**config.mk**
```make
export PLATFORM = sky130hd
export DESIGN_NAME = bram_dma_ctrl
export DESIGN_NICKNAME = d
export VERILOG_FILES = /design/src/rtl/bram_dma_pkg.sv /design/src/rtl/bram_dma_ctrl.sv
export SDC_FILE = /design/constraint.sdc
export NUM_CORES = 1
export LEC_CHECK = 0
export BUFFER_PORTS_ARGS = -buffer_cell sky130_fd_sc_hd__buf_2
export CAP_MARGIN = 25
export CORE_MARGIN = 2
export CORE_UTILIZATION = 53
export DETAILED_ROUTE_END_ITERATION = 10
export PLACE_DENSITY = 0.87
export SYNTH_ARGS = -nofsm -noshare
export SYNTH_HDL_FRONTEND = slang
export SYNTH_SLANG_ARGS = --single-unit
```
**constraint.sdc**
```tcl
create_clock -name clk_i -period 5.1 [get_ports clk_i]
set_clock_uncertainty 0.2 [all_clocks]
set_input_delay 0.765 -clock clk_i [delete_from_list [all_inputs] [get_ports clk_i]]
set_output_delay 0.765 -clock clk_i [all_outputs]
set_load 0.01 [all_outputs]
```
**src/rtl/bram_dma_pkg.sv**
```systemverilog
`default_nettype none
// ============================================================================
// Module   : bram_dma_pkg
// Purpose  : Shared types for the BRAM DMA controller: FSM state encoding and
//            transfer mode encoding.
// Revision : 1.0 - initial release
// ============================================================================
package bram_dma_pkg;

  // Controller sequencing states.
  typedef enum logic [1:0] {
    IDLE  = 2'd0,
    RUN   = 2'd1,
    DRAIN = 2'd2
  } state_e;

  // Transfer kind: COPY moves words A->B, FILL writes a constant pattern.
  typedef enum logic {
    COPY = 1'b0,
    FILL = 1'b1
  } mode_e;

endpackage
`default_nettype wire

```
**src/rtl/bram_dma_ctrl.sv**
```systemverilog
`default_nettype none
// ============================================================================
// Module   : bram_dma_ctrl
// Purpose  : Dual-port BRAM DMA sequencer. COPY reads through port A and
//            writes the registered read data through port B one cycle later;
//            FILL writes a captured pattern through port B. Addresses wrap
//            modulo the RAM depth. Forward-overlapping copies and oversize
//            lengths are rejected with a one-cycle err_o pulse.
// Config   : BRAM_DMA_FILL_EN - when defined, enables FILL mode; otherwise
//            mode_i and fill_i are ignored and every start is a COPY.
// Revision : 1.0 - initial release
// ============================================================================
module bram_dma_ctrl
  import bram_dma_pkg::*;
#(
  parameter int RAM_WIDTH     = 8,
  parameter int RAM_ADDR_BITS = 10
) (
  input  logic                     clk_i,
  input  logic                     rst_i,
  input  logic                     start_i,
  input  logic                     mode_i,
  input  logic [RAM_ADDR_BITS-1:0] src_i,
  input  logic [RAM_ADDR_BITS-1:0] dst_i,
  input  logic [RAM_ADDR_BITS:0]   len_i,
  input  logic [RAM_WIDTH-1:0]     fill_i,
  input  logic                     abort_i,
  output logic                     busy_o,
  output logic                     done_o,
  output logic                     err_o,
  output logic                     en_a_o,
  output logic                     we_a_o,
  output logic [RAM_ADDR_BITS-1:0] addr_a_o,
  input  logic [RAM_WIDTH-1:0]     rdata_a_i,
  output logic                     en_b_o,
  output logic                     we_b_o,
  output logic [RAM_ADDR_BITS-1:0] addr_b_o,
  output logic [RAM_WIDTH-1:0]     wdata_b_o
);

  state_e                   state_q;
  logic                     en_a_q;
  logic [RAM_ADDR_BITS-1:0] addr_a_q;
  logic                     en_b_q;
  logic [RAM_ADDR_BITS-1:0] addr_b_q;
  logic [RAM_ADDR_BITS:0]   cnt_q;     // accesses still to issue after the current one
  logic                     busy_q;
  logic                     done_q;
  logic                     err_q;

  logic [RAM_ADDR_BITS-1:0] w_gap;
  logic                     w_len_bad;
  logic                     w_overlap;
  logic                     w_is_fill;
  logic                     w_run_fill;
  logic                     w_reject;
  logic                     w_accept;
  logic [RAM_WIDTH-1:0]     w_wdata;

  // Length above depth: MSB set with any lower bit set.
  assign w_len_bad = len_i[RAM_ADDR_BITS] & (|len_i[RAM_ADDR_BITS-1:0]);
  // A copy whose destination lies 1..L-1 words ahead of its source would
  // overwrite words before they are read.
  assign w_gap     = dst_i - src_i;
  assign w_overlap = (w_gap != '0) && ({1'b0, w_gap} < len_i);
  assign w_reject  = w_len_bad | (~w_is_fill & w_overlap);
  assign w_accept  = (state_q == IDLE) && start_i && !w_reject && (len_i != '0);

`ifdef BRAM_DMA_FILL_EN
  mode_e                mode_q;
  logic [RAM_WIDTH-1:0] fill_q;

  // Capture transfer kind and pattern when a start is accepted.
  always_ff @(posedge clk_i) begin
    if (rst_i) begin
      mode_q <= COPY;
      fill_q <= '0;
    end else if (w_accept) begin
      mode_q <= w_is_fill ? FILL : COPY;
      fill_q <= fill_i;
    end
  end

  assign w_is_fill  = mode_i;
  assign w_run_fill = (mode_q == FILL);
  assign w_wdata    = w_run_fill ? fill_q : rdata_a_i;
`else
  logic w_unused_cfg;
  assign w_unused_cfg = ^{mode_i, fill_i};
  assign w_is_fill    = 1'b0;
  assign w_run_fill   = 1'b0;
  assign w_wdata      = rdata_a_i;
`endif

  // Sequencer FSM with registered port controls and status pulses.
  always_ff @(posedge clk_i) begin
    if (rst_i) begin
      state_q  <= IDLE;
      en_a_q   <= 1'b0;
      addr_a_q <= '0;
      en_b_q   <= 1'b0;
      addr_b_q <= '0;
      cnt_q    <= '0;
      busy_q   <= 1'b0;
      done_q   <= 1'b0;
      err_q    <= 1'b0;
    end else begin
      done_q <= 1'b0;
      err_q  <= 1'b0;
      unique case (state_q)
        IDLE: begin
          if (start_i) begin
            if (w_reject) begin
              err_q <= 1'b1;
            end else if (len_i == '0) begin
              done_q <= 1'b1;
            end else begin
              state_q  <= RUN;
              busy_q   <= 1'b1;
              addr_b_q <= dst_i;
              cnt_q    <= len_i - (RAM_ADDR_BITS+1)'(1);
              if (w_is_fill) begin
                en_b_q <= 1'b1;
              end else begin
                en_a_q   <= 1'b1;
                addr_a_q <= src_i;
              end
            end
          end
        end
        RUN: begin
          if (w_run_fill) begin
            if (abort_i || cnt_q == '0) begin
              en_b_q  <= 1'b0;
              busy_q  <= 1'b0;
              done_q  <= 1'b1;
              state_q <= IDLE;
            end else begin
              addr_b_q <= addr_b_q + RAM_ADDR_BITS'(1);
              cnt_q    <= cnt_q - (RAM_ADDR_BITS+1)'(1);
            end
          end else begin
            // Every RUN cycle of a copy has a read whose data lands next cycle.
            en_b_q <= 1'b1;
            if (en_b_q) begin
              addr_b_q <= addr_b_q + RAM_ADDR_BITS'(1);
            end
            if (abort_i || cnt_q == '0) begin
              en_a_q  <= 1'b0;
              state_q <= DRAIN;
            end else begin
              addr_a_q <= addr_a_q + RAM_ADDR_BITS'(1);
              cnt_q    <= cnt_q - (RAM_ADDR_BITS+1)'(1);
            end
          end
        end
        DRAIN: begin
          en_b_q  <= 1'b0;
          busy_q  <= 1'b0;
          done_q  <= 1'b1;
          state_q <= IDLE;
        end
        default: begin
          state_q <= IDLE;
        end
      endcase
    end
  end

  assign busy_o    = busy_q;
  assign done_o    = done_q;
  assign err_o     = err_q;
  assign en_a_o    = en_a_q;
  assign we_a_o    = 1'b0;
  assign addr_a_o  = addr_a_q;
  assign en_b_o    = en_b_q;
  assign we_b_o    = en_b_q;
  assign addr_b_o  = addr_b_q;
  assign wdata_b_o = en_b_q ? w_wdata : '0;

endmodule
`default_nettype wire

```
Yosys cells after proc, flatten, opt, wreduce, memory -nomap -nowiden. Cells that the tools add are included.

Flip-flop bits (word level): 38. Word-level logic and storage cells: 76. Output and inout bits: 35. Bits of input ports: 52.

$lt $le $gt $ge: 1. $add $sub $neg: 5. Eq/ne operators: 8. Reduce and logical (&&, ||, !) cells: 16. Mux-type cells: 33. Bitwise logic cells: 4.

Operator list (number): 2-to-1 mux 10 bit (8); 2-to-1 mux 11 bit (4); one-hot mux 10 bit (2 select lines) (2); logical NOT 11 bit (2); one-hot mux 11 bit (2 select lines) (1); subtractor 11 x 1 -> 11 bit, second input constant (2); adder 10 x 1 -> 10 bit, second input constant (2); AND reduction 5 bit (3); != test 2 bit, second input constant (6); less-than comparator 10 x 11 -> 1 bit (1); nonzero test 10 bit (1); OR reduction 10 bit (1); subtractor 10 bit (1); 2-to-1 mux 1 bit (8); 2-to-1 mux 2 bit (4); 2-to-1 mux 8 bit (1); one-hot mux 1 bit (2 select lines) (4); AND reduction 4 bit (2); nonzero test 2 bit (3); one-hot mux 2 bit (2 select lines) (1); OR reduction 3 bit (1); equality test 2 x 1 -> 1 bit, second input constant (1); equality test 2 bit, second input constant (1); logical NOT 2 bit (1); other kinds (5) (6).

Depth between registers and ports, before layout. Gate-level depths: netlist (run 1).

Word-level depth: 7. Gate-level depth with buffers: 18.

Worst setup path after synthesis (run 1). No wires, ideal clock.

Kind: input to register. Start: input port dst_i[0]. End: register cnt_q[10]. Arrival time: 4040 ps. Stages: 16. Setup slack: 743 ps. Data required time: 4783 ps. Path through: inv_1 ha_1 fa_1 nand2b_1 a211o_1 a41o_1 or2_2 ha_1 a21o_1 a21oi_1 o221a_2 o41ai_2 nand2_1 clkbuf_1 mux2i_1 nand2_1.

Cells in the longest elaborated chain, start to end: 6.

Ends and longest elaborated chain: from (decl) (RTL line bram_dma_ctrl.sv:24) `input logic [RAM_ADDR_BITS-1:0] dst_i,`; subtractor 10 bit * (RTL line bram_dma_ctrl.sv:64) `assign w_gap = dst_i - src_i;`; less-than comparator 10 x 11 -> 1 bit / nonzero test 10 bit (equally long branches) (RTL line bram_dma_ctrl.sv:65) `assign w_overlap = (w_gap != '0) && ({1'b0, w_gap} < len_i);`; logical AND 1 bit * (RTL line bram_dma_ctrl.sv:65); bitwise OR 1 bit * (RTL line bram_dma_ctrl.sv:66) `assign w_reject = w_len_bad | (~w_is_fill & w_overlap);`; != test 2 bit (no source line) *; AND reduction 5 bit (no source line) *; to (signal assigned) (RTL line bram_dma_ctrl.sv:121) `cnt_q <= len_i - (RAM_ADDR_BITS+1)'(1);`; to (signal assigned) (RTL line bram_dma_ctrl.sv:140) `cnt_q <= cnt_q - (RAM_ADDR_BITS+1)'(1);`; to (signal assigned) (RTL line bram_dma_ctrl.sv:153) `cnt_q <= cnt_q - (RAM_ADDR_BITS+1)'(1);`; to (decl) (RTL line bram_dma_ctrl.sv:46) `logic [RAM_ADDR_BITS:0] cnt_q;`.

Every way passes the cells marked *; elsewhere a longest branch is shown, timed or not. A chain may end at the register's enable or synchronous reset.

Final worst setup path (run 1).
Start: input port dst_i[0]. End: register cnt_q[2].

Same word-level chain as after synthesis.

==> out/results.txt, run 1 <==
The logs give 87 for the I/O pin total and 483 for the number of cells produced by synthesis. The number of buffers and inverters on the critical path is 4. Share of cells above drive strength 1: 0.1996.

The setup total negative slack is 0 ps, and the count of antenna-violating nets left after detailed routing is 0. For this run, the slowest stage of the critical path takes 500 ps. The maximum resistive drop on vdd was 217.1 uV.

In the routed layout, each cell is associated on average with a via count of 6.337. Overall global routing resource usage: 0.2839. For this block, the via count after detailed routing is 3948. The tightest min-delay check is of the reg -> reg type. The die width is 85.46 um, and the met1 track demand over resource is 0.3563. Clock tree synthesis inserted a total of 5 buffers.

Critical-path maximum fanout: 12. The tools report the final count of hold timing violations as 0. The root buffer cell is clkbuf_8.

The mean post-synth cell area came out at 7.282 um^2. The tools report the startpoint class of the critical path as an input port. TritonCTS built the clock tree.

The number of stages on the worst hold path works out to 1. For this run, the leading register cell type out of synthesis is dfxtp_1. The synthesized netlist occupies a cell area of 3517 um^2.

The first detailed-routing pass ran for 5 iterations. From bottom edge to top edge, the die measures 85.46 um. The share of flip-flops with an asynchronous set or reset after synthesis is 0, and the number of global-route vias before repair is 3788. Critical path depth in cells: 17.

The final period utilization came out at 0.8959. The H-tree was split into 2 levels. The region available for standard cell placement spans 6386 um^2. The floorplan step defined a die boundary enclosing 7303 um^2. The layer flagged by global routing as most heavily used is met2. Counting distinct cell types in the post-synthesis netlist gives 68. The depth of the worst register-to-register path is 11, and the number of hold buffers added after CTS is 0. The number of setup buffers added after CTS is 0. Port buffering added 76 buffers. The largest buffer count on any clock path was 2; the power density relative to cell area was 259.3 nW/um^2.

The worst setup path category is in -> reg. The number of DRC violations after detailed-routing iteration 0 came out at 357. For the worst slew slack as a fraction of its limit, the log shows 0.4306. When the netlist entered floorplanning its net count stood at 561. At the end of routability-driven placement, the weighted congestion stood at 0.9228.

Clock latency on the worst-skew pair, taken at its later pin, is 290 ps. The run finished with clean final reports. The tools report the starting utilization of the core area as 0.5507. Among cell families on the critical path, the largest total delay comes from compound AO/OA/AOI/OAI gates. Setup violations remaining at the end of the flow were counted as 0. The worst setup path is captured at a register. The sequential share of the synthesized area is 0.2163, and the count of cells resized by post-cts repair is 0. For the initial antenna violation count, the log shows 0.

The worst path needs 4569 ps of the cycle, external delays included. The signal on the critical path passes through buf_2, inv_1, ha_1, fa_1, nand2b_1, a211o_1, a41o_1, or2_2, ha_1, a21o_1, a21oi_1, o22ai_1, inv_1, a2111oi_4, buf_4, nor3b_1, or4_1. The max-slew violation count was 0; the static leakage power was 1.803 nW. The run gives 5070 ps as the worst endpoint required time. The met2 track demand over resource in global routing is 0.4680, and the CTS clock-pin slew for the worst setup and hold paths is 80 ps.

The HPWL after detailed placement is 7.820 mm. The first global-routing pass estimated 17.14 mm of wire. The slowest stage of the critical path is the or4_1 cell. The post-layout utilization of the core came out at 0.6344. Setup repair after global routing left no endpoint under its margin. Clock tree synthesis found a total of 38 sinks.

The number of synthesized flops with an enable pin is 0, and the met3 track demand over resource in global routing is 0.06615. Timing would allow up to 218.9 MHz. The overflow left after global routing is 0, and the routed wire length per instance is 16.92 um. For this run, the number of Yosys warnings is 0. The endpoint arrival time on the critical path was 4540 ps; the synthesis-to-layout area growth was 15.19%. At the pin with the least slew margin, the transition time is 848.3 ps. Entering global routing, the biggest net connects 43 pins.

The repair_antennas step left the layout with diodes totalling 0. Wires add up to 10.54 mm. The final layout contains 623 nets. In the routed design, unresolved DRC markers number 0.

The synthesized design contains 38 register bits. Number of core rows: 29. The tool flagged a number of max-cap violations equal to 0.
==> power breakdown <==
part	total [mW]	switching, mW	internal (mW)	leakage, nW
Clock	0.327	0.118	0.209	0.0714
Sequential	0.344	0.0261	0.318	0.308
Combinational	0.380	0.235	0.145	1.42
==> routing by layer <==
metal / part of all wire / vias up
li1: - / 1885
met1: 0.41 / 1794
met2: 0.47 / 235
met3: 0.090 / 34
met4: 0.027 / 0
met5: 0 / -
==> cells in the mapped netlist (all sizes together), types with 3 or more instances <==
library cell / n / area (um^2)
nor2b: 4 / 25.02
o31ai: 4 / 30.03
o22ai: 9 / 56.30
o21ai: 11 / 55.05
a32oi: 4 / 35.03
or4: 3 / 26.27
or2: 6 / 37.54
a31o: 6 / 52.55
nand3b: 3 / 22.52
inv: 29 / 108.9
buf: 10 / 70.07
a32o: 3 / 30.03
nor2: 49 / 183.9
dfxtp: 38 / 760.7
and3: 4 / 25.02
mux2i: 13 / 130.1
a221o: 4 / 40.04
ha: 25 / 312.8
a31oi: 6 / 37.54
nand2b: 6 / 37.54
nor3: 19 / 95.09
and2: 18 / 112.6
nor4: 8 / 50.05
nand3: 17 / 85.08
o32ai: 3 / 26.28
nand2: 63 / 236.5
a211oi: 12 / 100.1
a21oi: 35 / 186.4
clkbuf: 18 / 67.56
a211o: 3 / 26.28
nor4b: 3 / 26.28
xnor2: 3 / 26.28
a21boi: 5 / 37.54
xor2: 6 / 52.55
==> layout by cell type, fill, tap and decap left out, types with 7 or more instances in the layout <==
master    count
a211oi_1     10
a21oi_1      34
and2_1       16
buf_2        76
buf_4         7
dfxtp_1      38
ha_1         25
inv_1        29
mux2i_1      13
nand2_1      63
nand3_1      17
nor2_1       49
nor3_1       19
nor4_1        8
o21ai_0      10
o22ai_1       9
==> kinds of logic (layout without fill, tap and decap cells) <==
| family | count (synthesis) | count (layout) | share of synthesized area |
|---|---|---|---|
| multiplexers | 13 | 13 | 0.03700 |
| buffers and inverters | 58 | 121 | 0.07115 |
| other | 1 | 1 | 0.001066 |
| XOR/XNOR | 9 | 9 | 0.02241 |
| adder cells (fa/ha/maj) | 26 | 26 | 0.09463 |
| AND/OR/NAND/NOR | 210 | 210 | 0.2885 |
| flip-flops | 38 | 38 | 0.2163 |
| AO/OA/AOI/OAI | 128 | 128 | 0.2689 |
==> worst paths after layout <==
kind                                               from                endpoint  slack [ps]
worst min register to register      en_a_o$_SDFFE_PP0P_     en_a_o$_SDFFE_PP0P_         270
worst min-delay path                en_a_o$_SDFFE_PP0P_     en_a_o$_SDFFE_PP0P_         270
worst max register to register  state_q[1]$_SDFFE_PP0P_  cnt_q[10]$_SDFFE_PP0P_        1650
worst max-delay path                           dst_i[0]   cnt_q[2]$_SDFFE_PP0P_         530
==> state kept, by name (all words and copies together) (netlist names) <==
signal and cells:
en_b_o 1, state_q 2, err_o 1, done_o 1
addr_b_o 10, en_a_o 1, busy_o 1, addr_a_o 10
cnt_q 11
==> metrics by stage <==
stage | cell area [um^2] | worst slack [ps] | std cells | hold slack [ps] | total power [mW]
global placement | 3909 | 389.4 | 615 | 256.3 | 0.7019
finish | 4051 | 530.9 | 623 | 273.1 | 1.051
CTS | 4051 | 580.7 | 623 | 280.7 | 1.040
global route | 4051 | 419.9 | 623 | 313.3 | 1.105
floorplan | 3517 | 742.6 | 483 | 249.7 | 0.6094
detailed placement | 3909 | 273.9 | 615 | 261.5 | 0.7186
==> cell type report <==
| type | instances | area [um^2] |
|---|---|---|
| Clock inverter | 2 | 60.06 |
| Fill cell | 564 | 2335 |
| Multi-Input combinational cell | 387 | 2506 |
| Tap cell | 77 | 96.34 |
| Inverter | 30 | 112.6 |
| Clock buffer | 6 | 82.58 |
| Timing Repair Buffer | 83 | 432.9 |
| Sequential cell | 38 | 760.7 |
Note: power is estimated with default switching activity, not from simulation.
==> run 2: changes to the inputs <==
--- a/config.mk
+++ b/config.mk
@@ -8,9 +8,9 @@
 export BUFFER_PORTS_ARGS = -buffer_cell sky130_fd_sc_hd__buf_2
 export CAP_MARGIN = 25
 export CORE_MARGIN = 2
-export CORE_UTILIZATION = 53
+export CORE_UTILIZATION = 55
 export DETAILED_ROUTE_END_ITERATION = 10
-export PLACE_DENSITY = 0.87
+export PLACE_DENSITY = 0.9
 export SYNTH_ARGS = -nofsm -noshare
 export SYNTH_HDL_FRONTEND = slang
 export SYNTH_SLANG_ARGS = --single-unit
==> out/results.txt, run 2 (same netlist as run 1, synthesis figures left out) <==
The run finished with clean final reports. Max-slew violation count: 0 (unchanged). The number of remaining DRC errors was 0 (unchanged); the die width was 83.97 um (-1.7%).

The tools report the origin of the worst min-delay path as cnt_q[0]$_SDFFE_PP0P_. The logs give 4580 ps (+40 ps) for the endpoint arrival time on the critical path and 616 (+0.16%) for the cell total after placement. The number of core rows came out at 29 (unchanged).

For the slack of the critical path, the log shows 538.1 ps (+7.177 ps). The worst setup timing slack at the placement stage was 282.6 ps (+8.667 ps). The register ranked first by flip-flop count is cnt_q. The count of antenna-violating nets left after detailed routing came out at 0 (unchanged).

The number of diodes is 0 (unchanged). The number of hold buffers added after CTS came out at 0 (unchanged). Switching power as a share of total power: 0.4023 (+0.04175). The library cell used most frequently in the layout, excluding fill and tap cells, is buf_2.

Starting utilization of the core area: 0.5603 (+0.009551). The tools report the static leakage power as 1.781 nW (-1.2%). The final-stage net count was 624 (+0.16%); the count of cells resized by post-cts repair was 0 (unchanged). The number of input and output port buffers inserted is 76 (unchanged), and the net switching power is 0.3745 mW (-1.1%). The worst endpoint required time was 5110 ps (+40 ps); the detailed-placement wirelength estimate was 7.630 mm (-2.4%). The critical-path maximum fanout is 8 (-4), and the final period utilization is 0.8945 (-0.001407).

Area inside the core boundary: 6277 um^2 (-1.7%). The power density relative to cell area is 233.0 nW/um^2 (-10%), and the flip-flop count of the largest register after layout is 11 (unchanged). The shortest clock period the worst path allows after layout was 4562 ps (-7.177 ps). STA classifies the critical path endpoint as a register. The buffers plus inverters on the worst setup path was 2 (-2); the CTS buffer count was 5 (unchanged). The routed wire length was 10.24 mm (-2.9%); the number of optimization iterations in the first detailed-route pass was 5 (unchanged). The root buffer cell is clkbuf_8. The area of the die is 7050 um^2 (-3.5%), and the CTS clock-pin slew for the worst setup and hold paths is 80 ps (about the same).

The logs give 2 (unchanged) for the largest buffer count on any clock path and 0 (unchanged) for the overflow left after global routing. The run gives 219.2 MHz (+0.16%) as the highest achievable clock rate. The fraction of power consumed by sequential logic is 0.369 (+0.042).

Power consumption: 0.9308 mW (-11%). The run gives 0.6364 (+0.002032) as the post-layout utilization of the core. The share of cells above drive strength 1 is 0.1996 (unchanged). The depth of the worst register-to-register path is 11 (unchanged), and the average via count per standard cell is 6.430 (+1.5%).

Number of global-route vias before repair: 3552 (-6.2%). TritonCTS built the clock tree. The transition at the pin with the smallest max-transition slack was 838.5 ps (-9.746 ps); the max-capacitance violation count was 0 (unchanged).

The number of sinks driven by the clock tree is 38 (unchanged). The clock latency on the worst-skew pair was 300 ps (about the same). Number of stages on the worst hold path: 2 (+1). The pin count of the biggest net entering global routing is 38 (-12%), and the stage delay of the slowest cell on the critical path is 750 ps (+250 ps). Cell class contributing the biggest share of worst-path delay: compound AO/OA/AOI/OAI gates. The combinational power share came out at 0.409 (+0.047). The number of setup buffers added after CTS is 0 (unchanged), and the initial antenna violation count is 0 (unchanged). Final cell count without fillers: 623 (unchanged). Relative to the synthesized area, the layout overhead comes to 13.59%. The slowest stage of the critical path belongs to the cell a211oi_2. The logs give 16.50 mm (-3.7%) for the wire length of the first global-routing pass and 4006 (+1.5%) for the number of vias in the routed layout. The final count of hold timing violations was 0 (unchanged); the routed wire length per instance was 16.43 um (-2.9%).

The overall global routing resource usage is 0.2831 (-0.0007445). The global placer's final weighted congestion was 0.9216 (-0.13%). The I/O pin total was 87 (unchanged).

In the layout the commonest cells are 76 x buf_2, 63 x nand2_1, 49 x nor2_1. The tools report the worst slew slack as a fraction of its limit as 0.4372 (+0.006541). The tools report the internal power component as 0.5563 mW (-17%).

Setup repair after global routing left no endpoint under its margin. The logs give 158.7 uV (-27%) for the maximum resistive drop on vdd and 489 (+37%) for the number of DRC violations after detailed-routing iteration 0. Vertical extent of the die: 83.97 um (-1.7%). The clock group share of total power came out at 0.222 (-0.089).

The origin of the worst setup path is dst_i[0]. The path class of the tightest hold or removal check is reg -> reg. For the setup violation total in the final timing report, the log shows 0 (unchanged). The critical path is of the in -> reg type. The run gives 2 (unchanged) as the total number of H-tree levels. The startpoint of the most critical register-to-register path was state_q[1]$_SDFFE_PP0P_.

The startpoint class of the critical path was an input port. The setup total negative slack was 0 ps (unchanged). Critical path depth in cells: 12 (-5). Walking the worst path, the cells encountered are buf_2, inv_1, ha_1, fa_1, nand2b_1, a211o_1, a41o_1, or4_4, or4_1, a211oi_2, a221oi_1, o22ai_1.
-- run 2: power groups by stage --
stage / Combinational, mW / Clock [mW] / Sequential (mW)
after global placement: 0.356 / 0 / 0.347
final: 0.380 / 0.207 / 0.343
after CTS: 0.373 / 0.208 / 0.342
after detailed placement: 0.370 / 0 / 0.349
after floorplan: 0.260 / 0 / 0.350
after global routing: 0.416 / 0.220 / 0.347
-- run 2: layout make-up --
type | count | area [um^2]
repair buffers | 84 | 440.4
well taps | 77 | 96.34
flip-flops and latches | 38 | 760.7
clock buffers | 5 | 68.82
fillers | 546 | 2282
clock inverters | 2 | 10.01
inverters | 30 | 112.6
multi-input cells | 387 | 2506
-- run 2: path summary, 6_finish.rpt --
kind                              end  slack [ps]
max reg2reg  addr_a_o[3]$_SDFFE_PP0P_        1760
max          addr_a_o[4]$_SDFFE_PP0P_         540
min             cnt_q[0]$_SDFFE_PP0P_         290
min reg2reg     cnt_q[0]$_SDFFE_PP0P_         290
-- run 2: metrics by stage --
step           area [um^2]  hold slack (ps)
2_1_floorplan         3517            249.7
3_3_place_gp          3916            261.3
3_5_place_dp          3916            275.2
4_1_cts               3995            287.5
5_1_grt               3995            312.2
6_report              3995            291.2
-- run 2: worst min-delay path, cell delays in order (launching register included) --
cell     delay [ps]
dfxtp_1         340
nand2_1          60
a21oi_1          50
-- run 2: metal layers --
| metal | part of all wire | routed length, um | vias to the layer above | GRT usage |
|---|---|---|---|---|
| met2 | 0.48 | 4960 | 251 | 0.4953 |
| li1 | - | - | 1877 | - |
| met5 | 0 | 0 | - | 0 |
| met1 | 0.40 | 4090 | 1840 | 0.3479 |
| met3 | 0.087 | 888 | 38 | 0.04748 |
| met4 | 0.029 | 296 | 0 | 0.1026 |
